==> src/rtl/sr_iter_pkg.sv <==
`default_nettype none
// ============================================================================
//  Module      : sr_iter_pkg
//  Description : Shared types and constants for the iterative right shifter.
//  Revision    : 1.0 - initial release
// ============================================================================
package sr_iter_pkg;

    localparam int c_DEFAULT_WIDTH = 32;

    typedef enum logic [1:0] {
        IDLE  = 2'd0,
        SHIFT = 2'd1,
        DONE  = 2'd2
    } state_t;

    // Width of the shift-amount field for a given operand width.
    function automatic int shamt_width(input int width);
        return (width > 1) ? $clog2(width) : 1;
    endfunction

endpackage
`default_nettype wire

==> src/rtl/sr_step.sv <==
`default_nettype none
// ============================================================================
//  Module      : sr_step
//  Description : Combinational one-bit right shift with zero/sign fill select.
//  Revision    : 1.0 - initial release
// ============================================================================
module sr_step #(
    parameter int N = 32
) (
    input  logic [N-1:0] i_data,
    input  logic         i_arith,
    output logic [N-1:0] o_data
);

    logic w_fill;

    assign w_fill = i_arith & i_data[N-1];
    assign o_data = {w_fill, i_data[N-1:1]};

endmodule
`default_nettype wire

==> src/rtl/sr_iter.sv <==
`default_nettype none
// ============================================================================
//  Module      : sr_iter
//  Description : Iterative right shifter, one bit per clock, done pulse at end.
//                Define SR_ITER_ARITH_EN to honour the arith (sign-fill) input.
//  Revision    : 1.0 - initial release
// ============================================================================
module sr_iter
    import sr_iter_pkg::*;
#(
    parameter int N  = c_DEFAULT_WIDTH,
    parameter int SW = shamt_width(N)
) (
    input  logic          clk,
    input  logic          rst,
    input  logic          start,
    input  logic [N-1:0]  num,
    input  logic [SW-1:0] shamt,
    input  logic          arith,
    output logic          busy,
    output logic          done,
    output logic [N-1:0]  result
);

    state_t        state_q, state_d;
    logic [N-1:0]  shreg_q, shreg_d;
    logic [SW-1:0] cnt_q,   cnt_d;
    logic [N-1:0]  w_step;
    logic          w_fill_arith;

`ifdef SR_ITER_ARITH_EN
    logic arith_q, arith_d;

    always_ff @(posedge clk) begin
        if (rst) arith_q <= 1'b0;
        else     arith_q <= arith_d;
    end

    always_comb begin
        arith_d = arith_q;
        if (state_q == IDLE && start) arith_d = arith;
    end

    assign w_fill_arith = arith_q;
`else
    // Port kept for a uniform interface; every shift is logical in this build.
    logic w_unused_arith;
    assign w_unused_arith = arith;
    assign w_fill_arith   = 1'b0;
`endif

    sr_step #(.N(N)) u_step (
        .i_data  (shreg_q),
        .i_arith (w_fill_arith),
        .o_data  (w_step)
    );

    always_ff @(posedge clk) begin
        if (rst) begin
            state_q <= IDLE;
            shreg_q <= '0;
            cnt_q   <= '0;
        end else begin
            state_q <= state_d;
            shreg_q <= shreg_d;
            cnt_q   <= cnt_d;
        end
    end

    always_comb begin
        state_d = state_q;
        shreg_d = shreg_q;
        cnt_d   = cnt_q;
        case (state_q)
            IDLE: begin
                if (start) begin
                    shreg_d = num;
                    cnt_d   = shamt;
                    state_d = (shamt != '0) ? SHIFT : DONE;
                end
            end
            SHIFT: begin
                shreg_d = w_step;
                cnt_d   = cnt_q - 1'b1;
                if (cnt_q == SW'(1)) state_d = DONE;
            end
            DONE:    state_d = IDLE;
            default: state_d = IDLE;
        endcase
    end

    assign busy   = (state_q != IDLE);
    assign done   = (state_q == DONE);
    assign result = shreg_q;

endmodule
`default_nettype wire

==> config.mk <==
export PLATFORM = sky130hd
export DESIGN_NAME = sr_iter
export DESIGN_NICKNAME = d
export VERILOG_FILES = /design/src/rtl/sr_iter_pkg.sv /design/src/rtl/sr_step.sv /design/src/rtl/sr_iter.sv
export SDC_FILE = /design/constraint.sdc
export NUM_CORES = 1
export LEC_CHECK = 0
export ABC_CLOCK_PERIOD_IN_PS = 1200
export BUFFER_PORTS_ARGS = -buffer_cell sky130_fd_sc_hd__buf_2
export CAP_MARGIN = 20
export CORE_MARGIN = 3
export CORE_UTILIZATION = 40
export CTS_CLUSTER_SIZE = 24
export DETAILED_ROUTE_END_ITERATION = 7
export PLACE_DENSITY_LB_ADDON = 0.3
export SLEW_MARGIN = 20
export SYNTH_ARGS = -nofsm -noshare
export SYNTH_HDL_FRONTEND = slang
export SYNTH_SLANG_ARGS = --single-unit
==> constraint.sdc <==
create_clock -name clk -period 1.2 [get_ports clk]
set_input_delay 0.06 -clock clk [delete_from_list [all_inputs] [get_ports clk]]
set_output_delay 0.06 -clock clk [all_outputs]
set_load 0.02 [all_outputs]
==> results of run 1 <==
## per-layer routing
| metal | share of wire [%] | vias up |
|---|---|---|
| li1 | - | 1026 |
| met1 | 43 | 1044 |
| met2 | 52 | 67 |
| met3 | 5.0 | 4 |
| met4 | 0.53 | 0 |
| met5 | 0 | - |
## cell type report
type,count,area (µm²)
fill,402,1710
multi-input combinational,165,1150
timing repair buffer,124,977
sequential,39,793
tap,67,83.8
clock buffer,6,82.6
inverter,4,15.0
clock inverter,1,5.00
## Yosys cell counts
library cell and n:
a211oi_1 2, a21oi_1 3, a22o_1 1, a22oi_1 1, a311o_1 1, a311oi_1 2
a311oi_2 29, a31oi_1 1, a32o_1 1, and3_1 1, buf_1 1, buf_2 4
buf_4 9, buf_6 5, clkbuf_1 2, dfxtp_1 39, ha_1 2, inv_1 4
nand2_1 65, nand2b_1 2, nand3_1 1, nand3b_1 1, nand4_1 1, nor2_1 34
nor2b_1 2, nor3_1 3, nor3b_1 2, o211a_1 1, o211ai_1 1, o21ai_1 1
o21ba_4 1, o21bai_1 2, o32ai_1 1, or2_2 1, or3b_1 1, or4_1 1
## power groups by stage
| stage | combinational [W] | sequential (W) | clock, W |
|---|---|---|---|
| 3_5_place_dp | 0.00403 | 0.00215 | 0 |
| 3_3_place_gp | 0.00395 | 0.00216 | 0 |
| 4_1_cts | 0.00430 | 0.00214 | 0.000912 |
| 5_1_grt | 0.00570 | 0.00226 | 0.000972 |
| 2_1_floorplan | 0.00238 | 0.00255 | 0 |
| 6_report | 0.00533 | 0.00219 | 0.000897 |
## through the flow
step | instance area (µm²) | std cells
finish | 3110 | 406
global route | 3110 | 406
CTS | 2780 | 390
detailed placement | 2600 | 375
global placement | 2600 | 375
floorplan | 2040 | 229
## path summary, 6_finish.rpt
path	from	to	slack, ps	cells after the start
max reg2reg	state_q[0]	result[5]	-100	5
min	num[31]	result[31]	10	3
min reg2reg	cnt_q[1]	cnt_q[1]	470	2
max	state_q[0]	result[5]	-100	5
## cells by family after synthesis
group / after synthesis
adder cells (fa/ha/maj): 2
AO/OA/AOI/OAI: 48
AND/OR/NAND/NOR: 115
flip-flops: 39
buffers and inverters: 25
## registers in the layout, indices dropped and copies added (netlist names)
| name | count |
|---|---|
| result | 32 |
| cnt_q | 5 |
| state_q | 2 |
## worst reg2reg max path, stage by stage, from the launching register on
cell	delay [ps]
dfxtp_4	360
o21ba_4	220
buf_6	140
clkbuf_16	150
buf_4	130
a311oi_2	220
## placed cells by master, fill, tap and decap left out, drive strengths merged, types with 2 or more instances in the layout
cell type	n
nor3b	2
a21oi	3
nor3	3
o21bai	2
a211oi	2
nand2	65
buf	119
clkbuf	11
a311oi	31
dfxtp	39
nor2b	2
ha	2
nor2	34
nand2b	2
inv	4
## what timing repair did
item / 4_1_cts / 5_1_grt
buffers inserted: 8 / 10
endpoints found under the hold margin: 0 / 0
resized for setup: 11 / 28
pin swaps: 1 / 17
setup endpoints to repair: 37 / 39
cloned: 0 / 6
==> results.ini, run 1 <==
[status]
outcome = finished with violations
violations = negative setup slack

[logic_synthesis]
synth-seq-cells = 39
ys_warn_count = 0
synth.area.top_cells = dfxtp_1 (38%), a311oi_2 (21%), nand2_1 (12%), nor2_1 (6.3%), buf_4 (3.3%)
syn_area_mm2 = 0.00204
synthesis.nets = 272
synth_compound_area_share_pct = 28.9
yosysTopAreaCellShare_pct = 38.3
synth_top_family_by_area = compound AO/OA/AOI/OAI gates
synth_top_cell_by_area = dfxtp_1
synth_xor_xnor_area_share_pct = 0
yosysUniqueCellTypes = 36
synthSimpleGateAreaFrac_pct = 23.3
ys_seq_area_share_pct = 38.3
synthAdderAreaFrac_pct = 1.23
synth.avg_cell_area_um2 = 8.90
synthMuxAreaShare_pct = 0
syn_inst = 229

[power]
p_int_w = 0.00491
ir_drop_uv = 1270
pwr-share-seq_pct = 26.1
swShare_pct = 41.7
power_density_mw_per_mm2 = 2710
p_leak_nw = 1.41
totalPowerFinal_w = 0.00842
comb_power_share_pct = 63.3
p_switching_w = 0.00351
clkPwrFrac_pct = 10.7

[setup_path]
cpPeakStageDelay_ps = 360
critPathCaptureType = flip-flop
required_ps = 1390
arrival_ps = 1490
worst-path-buf-inv = 3
cp_slowest_cell = dfxtp_4
crit_family = compound AO/OA/AOI/OAI gates
cp-start-kind = flip-flop
crit_chain = o21ba_4 -> buf_6 -> clkbuf_16 -> buf_4 -> a311oi_2
crit_fanout = 6
path_class = flip-flop to flip-flop

[placed_design]
io_buffers = 73
place_ws_ps = -119
globalplace.congestion = 0.861
place_hpwl_mm = 3.74

[clock_tree]
cts_tree = done
cts_root_buffer = clkbuf_8
clk_pin_slew_worst_paths_ps = 80
cts_made_buffers = 5
h-tree-depth = 2
cts_hold_buf = 0
clk_path_buf_depth = 2
worstSkewPairLatency_ps = 280
cts.sinks = 39

[layout]
area_growth_pct = 52.5
drive_above_1_share_pct = 52.8
nets = 382
diodes = 0
post-route-util_pct = 64.5

[timing]
fmax_mhz = 768
clock-skew-final_ps = 7.14
slew_headroom_pct = 81.8
fin_ws_ps = -101
tns_ps = -1250
worstMarginPinSlew_ps = 270
slew_viol_final = 0
period_share_pct = 108
hold_viol = 0
rsz0062_at_grt = true
setup_viol = 26
hold-worst-slack_ps = 10.4
fin_crit_ps = 1300

[global_routing]
grt_pass1_vias = 2022
grt_util_all_layers_pct = 18.5
grt.busiest_layer = met2
grt_max_degree = 32
grt_pass1_wl_mm = 9.18
grt_use_met3_pct = 3.25
grt_util_met1_pct = 22.1
grt_antenna_before_repair = 0
grt.overflow.total = 0
met2_usage_pct = 33.2

[detailed_routing]
drt_wl_total_mm = 6.07
vias = 2141
drc = 0
final_antenna_net_count = 0
wl_per_cell_um = 15.0
drt_iter0_markers = 111
via_per_inst = 5.27
dr.pass1.iters = 5

[floorplanning]
die_h_um = 77.4
die_w_um = 77.4
die-area_mm2 = 0.00599
rows = 25
io-pin-count = 75
start_util_pct = 42.3
coreArea_mm2 = 0.00482

[job]
drv_cap = 0

[hold_path]
hold_path.class = input pin to flip-flop

Power figures use the tool's default switching activity.
==> inputs of run 2 (changes only) <==
--- a/config.mk
+++ b/config.mk
@@ -8,8 +8,9 @@
 export ABC_CLOCK_PERIOD_IN_PS = 1200
 export BUFFER_PORTS_ARGS = -buffer_cell sky130_fd_sc_hd__buf_2
 export CAP_MARGIN = 20
+export CORE_ASPECT_RATIO = 0.5
 export CORE_MARGIN = 3
-export CORE_UTILIZATION = 40
+export CORE_UTILIZATION = 44
 export CTS_CLUSTER_SIZE = 24
 export DETAILED_ROUTE_END_ITERATION = 7
 export PLACE_DENSITY_LB_ADDON = 0.3
==> run 2 against run 1 <==
The run still ends with negative setup slack left. Total power decreased by 4.7%. Wire length grew 3.7%. Global-route usage rose by 1.9 points. Sequential power about the same. Register-to-register slack better by 40 ps. Via count fell by 2.7%. Count of clock-buffer cells in the layout is 1 higher. Combinational power shrank 11%. Hold slack worse by 3.8 ps. Non-clock buffer count fell by 24. First-iteration DRC count is 3.6% lower. Clock power increased by 15%. Critical endpoint is now cnt_q[2]. Largest cell class unchanged. Largest power group unchanged.
==> results.ini, run 2 (synthesis gave the netlist of run 1 again) <==
[timing]
period_share_pct = 105
fin_ws_ps = -58.3
slew_viol_final = 0
fmax_mhz = 795
slew_headroom_pct = 75.5
setup_viol = 23
fin_crit_ps = 1260
hold_viol = 0
clock-skew-final_ps = 12.9
worstMarginPinSlew_ps = 367
rsz0062_at_grt = true

[floorplanning]
die-area_mm2 = 0.00553
die_h_um = 54.1
die_w_um = 102
io-pin-count = 75
coreArea_mm2 = 0.00416
start_util_pct = 48.9
rows = 16

[placed_design]
io_buffers = 73
globalplace.congestion = 0.857
place_hpwl_mm = 3.75
place_ws_ps = -155

[layout]
post-route-util_pct = 69.8
drive_above_1_share_pct = 51.7
diodes = 0
final_common_cell = buf_2
area_growth_pct = 42.6
fill_cells = 302
multiInputGateArea_mm2 = 0.00119
final_cell_mix = buf_2 (72), nand2_1 (64), dfxtp_1 (36), a311oi_2 (30), nor2_1 (21)
ff_latch_area_um2 = 790
largest_reg_flops = 32
nets = 359

[global_routing]
grt_util_met1_pct = 25.5
grt_util_all_layers_pct = 20.4
grt_use_met3_pct = 4.53
grt_max_degree = 19
met2_usage_pct = 35.5
grt_pass1_vias = 1896
grt_pass1_wl_mm = 8.73
grt.busiest_layer = met2
grt.overflow.total = 0
grt_antenna_before_repair = 0

[detailed_routing]
drt_wl_total_mm = 6.30
drc = 0
drt_iter0_markers = 107
wl_per_cell_um = 17.0
vias = 2084
final_antenna_net_count = 0
via_per_inst = 5.62
dr.pass1.iters = 4

[power]
ir_drop_uv = 945
p_leak_nw = 1.28
power_density_mw_per_mm2 = 2760

[clock_tree]
cts_tree = done
cts.sinks = 39
cts_root_buffer = clkbuf_8
clk_pin_slew_worst_paths_ps = 80
h-tree-depth = 2
clk_path_buf_depth = 2
cts_made_buffers = 5
worstSkewPairLatency_ps = 310

[setup_path]
path_class = flip-flop to flip-flop
cp-start-kind = flip-flop
required_ps = 1380
critPathCaptureType = flip-flop
crit_fanout = 8
arrival_ps = 1430

[hold_path]
hold_path.class = input pin to flip-flop

[status]
outcome = finished with violations
violations = negative setup slack

[job]
drv_cap = 0

run 2: changes by cell type in the layout (fill, tap and decap cells not counted), moves of 2 or more:
cell | previous run | this run
buf_6 | 17 | 4
nor2_1 | 32 | 21
buf_12 | 6 | 3
nor2_4 | 0 | 2
buf_4 | 24 | 14
nor2_2 | 2 | 11
buf_16 | 0 | 2
run 2: final timing paths:
kind / depth (start not counted) / from / slack [ps] / endpoint
worst max-delay path: 4 / state_q[0] / -60 / cnt_q[2]
worst min-delay path: 3 / num[31] / 7 / result[31]
worst max register to register: 4 / state_q[0] / -60 / cnt_q[2]
worst min register to register: 2 / cnt_q[1] / 470 / cnt_q[1]
run 2: layout make-up:
cell class              instances  share of cell area (%)
multi-input cells             166                    40.9
inverters                       4                   0.517
flip-flops and latches         39                    27.2
clock inverters                 1                   0.258
repair buffers                100                    25.5
clock buffers                   7                    3.31
well taps                      54                    2.32
run 2: worst max-delay path: stages (launching register included):
cell and delay (ps):
dfxtp_4 380, buf_4 180, or3b_1 400, a21oi_2 130, nor3_1 60
run 2: per-layer routing:
metal / share of wire, % / up-vias
li1: - / 985
met5: 0 / -
met3: 4.8 / 9
met1: 45 / 1030
met2: 48 / 60
met4: 1.5 / 0
run 2: power breakdown:
group	switching [W]	total (W)	internal (W)
Sequential	0.000438	0.00222	0.00179
Clock	0.000511	0.00103	0.000524
Combinational	0.00260	0.00476	0.00216
run 2: stage by stage:
step                area (µm²)  cells  setup TNS [ps]  hold slack [ps]  total power, W
floorplan                 2040    229               0              208         0.00494
global placement          2500    354           -2360              305         0.00583
detailed placement        2500    354           -3670              323         0.00595
CTS                       2700    366           -1380             14.2         0.00733
global route              2910    371           -2120             16.0         0.00850
finish                    2910    371            -406             6.66         0.00802
run 2: timing repair:
item                                    in CTS  in global routing
setup buffers                                2                  0
gates cloned                                 2                  5
hold endpoints to repair                     0                  0
hold buffers                                 0                  0
pin swaps                                    2                 29
endpoints found under the setup margin      38                 39
gates resized for setup                     12                 28
==> inputs of run 3 (changes only) <==
--- a/config.mk
+++ b/config.mk
@@ -8,9 +8,11 @@
 export ABC_CLOCK_PERIOD_IN_PS = 1200
 export BUFFER_PORTS_ARGS = -buffer_cell sky130_fd_sc_hd__buf_2
 export CAP_MARGIN = 20
+export CELL_PAD_IN_SITES_DETAIL_PLACEMENT = 1
+export CELL_PAD_IN_SITES_GLOBAL_PLACEMENT = 1
 export CORE_ASPECT_RATIO = 0.5
 export CORE_MARGIN = 3
-export CORE_UTILIZATION = 44
+export CORE_UTILIZATION = 32
 export CTS_CLUSTER_SIZE = 24
 export DETAILED_ROUTE_END_ITERATION = 7
 export PLACE_DENSITY_LB_ADDON = 0.3
==> run 3 against run 2 <==
The run still ends with negative setup slack left. Cell count increased by 7.0%. Total power decreased by 3.3%. Sequential power about the same. Flip-flop and latch count unchanged. Non-clock buffer count decreased by 3. Critical endpoint is now result[23]. Clock skew decreased by 9.3 ps. Utilization decreased by 21 points.
==> results.ini, run 3 (synthesis gave the netlist of run 1 again) <==
[global_routing]
grt_pass1_vias = 2103
grt_pass1_wl_mm = 10.2
grt_util_all_layers_pct = 16.9
grt_max_degree = 29
grt.overflow.total = 0
grt_antenna_before_repair = 0

[detailed_routing]
wl_per_cell_um = 15.6
final_antenna_net_count = 0
via_per_inst = 4.92
dr.pass1.iters = 4
drt_wl_total_mm = 6.21
drc = 0
vias = 1955
drt_iter0_markers = 51

[timing]
slew_headroom_pct = 78.6
fin_ws_ps = -44.6
setup_viol = 27
fin_crit_ps = 1240
slew_viol_final = 0
rsz0062_at_grt = true
period_share_pct = 104
hold_viol = 0
clock-skew-final_ps = 3.60
worstMarginPinSlew_ps = 319
hold-worst-slack_ps = 47.4
fmax_mhz = 803

[clock_tree]
cts_tree = done
cts_root_buffer = clkbuf_16
cts.sinks = 39
clk_pin_slew_worst_paths_ps = 60
cts_made_buffers = 5
worstSkewPairLatency_ps = 280
h-tree-depth = 2
clk_path_buf_depth = 2

[placed_design]
placed_cells = 387
place_hpwl_mm = 4.49
globalplace.congestion = 0.811
place_area_mm2 = 0.00257
io_buffers = 73

[hold_path]
worstHoldStart = num[31]
hold_path.class = input pin to flip-flop
hold_depth = 3

[layout]
final_common_cell = buf_2
final_cell_mix = buf_2 (71), nand2_1 (63), dfxtp_1 (36), nor2_1 (33), a311oi_2 (29)
nets = 355
fin_cells = 397
largest_reg_flops = 32
drive_above_1_share_pct = 47.0
fill_cells = 710
fin_area_mm2 = 0.00283
diodes = 0
area_growth_pct = 39.0

[floorplanning]
die_w_um = 119
die-area_mm2 = 0.00742
start_util_pct = 35.1
die_h_um = 62.4
rows = 19
io-pin-count = 75
coreArea_mm2 = 0.00580

[power]
clkPwrFrac_pct = 16.5
ir_drop_uv = 800
pwr-share-seq_pct = 28.2
comb_power_share_pct = 55.3
p_leak_nw = 1.25
power_density_mw_per_mm2 = 2740
p_switching_w = 0.00336
swShare_pct = 43.2
p_int_w = 0.00441

[status]
outcome = finished with violations
violations = negative setup slack

[setup_path]
arrival_ps = 1430
r2r_start = state_q[1]
crit_fanout = 28
required_ps = 1390
critPathCaptureType = flip-flop
cp-startpoint = state_q[1]
path_class = flip-flop to flip-flop
r2r_cells = 4
cp-start-kind = flip-flop

[job]
drv_cap = 0

-- run 3: cell count changes in the layout (fill, tap and decap cells not counted), moves of 2 or more --
cell	previous run	this run
clkbuf_1	0	2
clkbuf_8	7	0
nor2_4	2	0
nor2_1	21	33
nor2_2	11	1
buf_6	4	7
buf_16	2	0
-- run 3: per-layer routing --
metal	wire length (µm)	track usage, %	vias to the layer above
met2	3030	31.2	37
li1	-	-	972
met5	0	0	-
met4	72	4.62	0
met1	2900	19.5	939
met3	206	3.98	7
-- run 3: final timing paths --
kind                            slack [ps]         end
worst max-delay path                   -40  result[23]
worst max register to register         -40  result[23]
worst min-delay path                    50  result[31]
worst min register to register         470    cnt_q[1]
-- run 3: timing repair --
action | in CTS | in global routing
pin swaps | 2 | 2
setup endpoints to repair | 36 | 37
hold buffers | 0 | 0
gates resized for setup | 20 | 11
buffers inserted | 2 | 0
-- run 3: worst max-delay path: stages (launching register included) --
cell      delay (ps)
dfxtp_4          360
o21ba_4          290
buf_12           200
nor2_1            70
a311oi_2         230
-- run 3: power by group through the flow --
stage | clock (W) | combinational (W) | sequential [W]
3_5_place_dp | 0 | 0.00396 | 0.00217
5_1_grt | 0.00138 | 0.00464 | 0.00227
6_report | 0.00128 | 0.00429 | 0.00219
3_3_place_gp | 0 | 0.00381 | 0.00214
2_1_floorplan | 0 | 0.00238 | 0.00255
4_1_cts | 0.00130 | 0.00421 | 0.00218
-- run 3: metrics by stage --
step	TNS [ps]	setup WS, ps	power (W)	util [%]
global route	-2310	-95.8	0.00830	48.8
finish	-571	-44.6	0.00776	48.8
CTS	-286	-45.4	0.00770	48.1
floorplan	0	4.08	0.00494	-
global placement	-1470	-71.8	0.00596	44.3
detailed placement	-3810	-168	0.00612	44.3
-- run 3: cell type report --
class | count | area (µm²) | share of cell area, %
Multi-Input combinational cell | 165 | 1140 | 40.4
Clock buffer | 7 | 133 | 4.68
Inverter | 4 | 15.0 | 0.530
Clock inverter | 1 | 5.00 | 0.177
Sequential cell | 39 | 790 | 27.9
Tap cell | 84 | 105 | 3.71
Timing Repair Buffer | 97 | 642 | 22.7
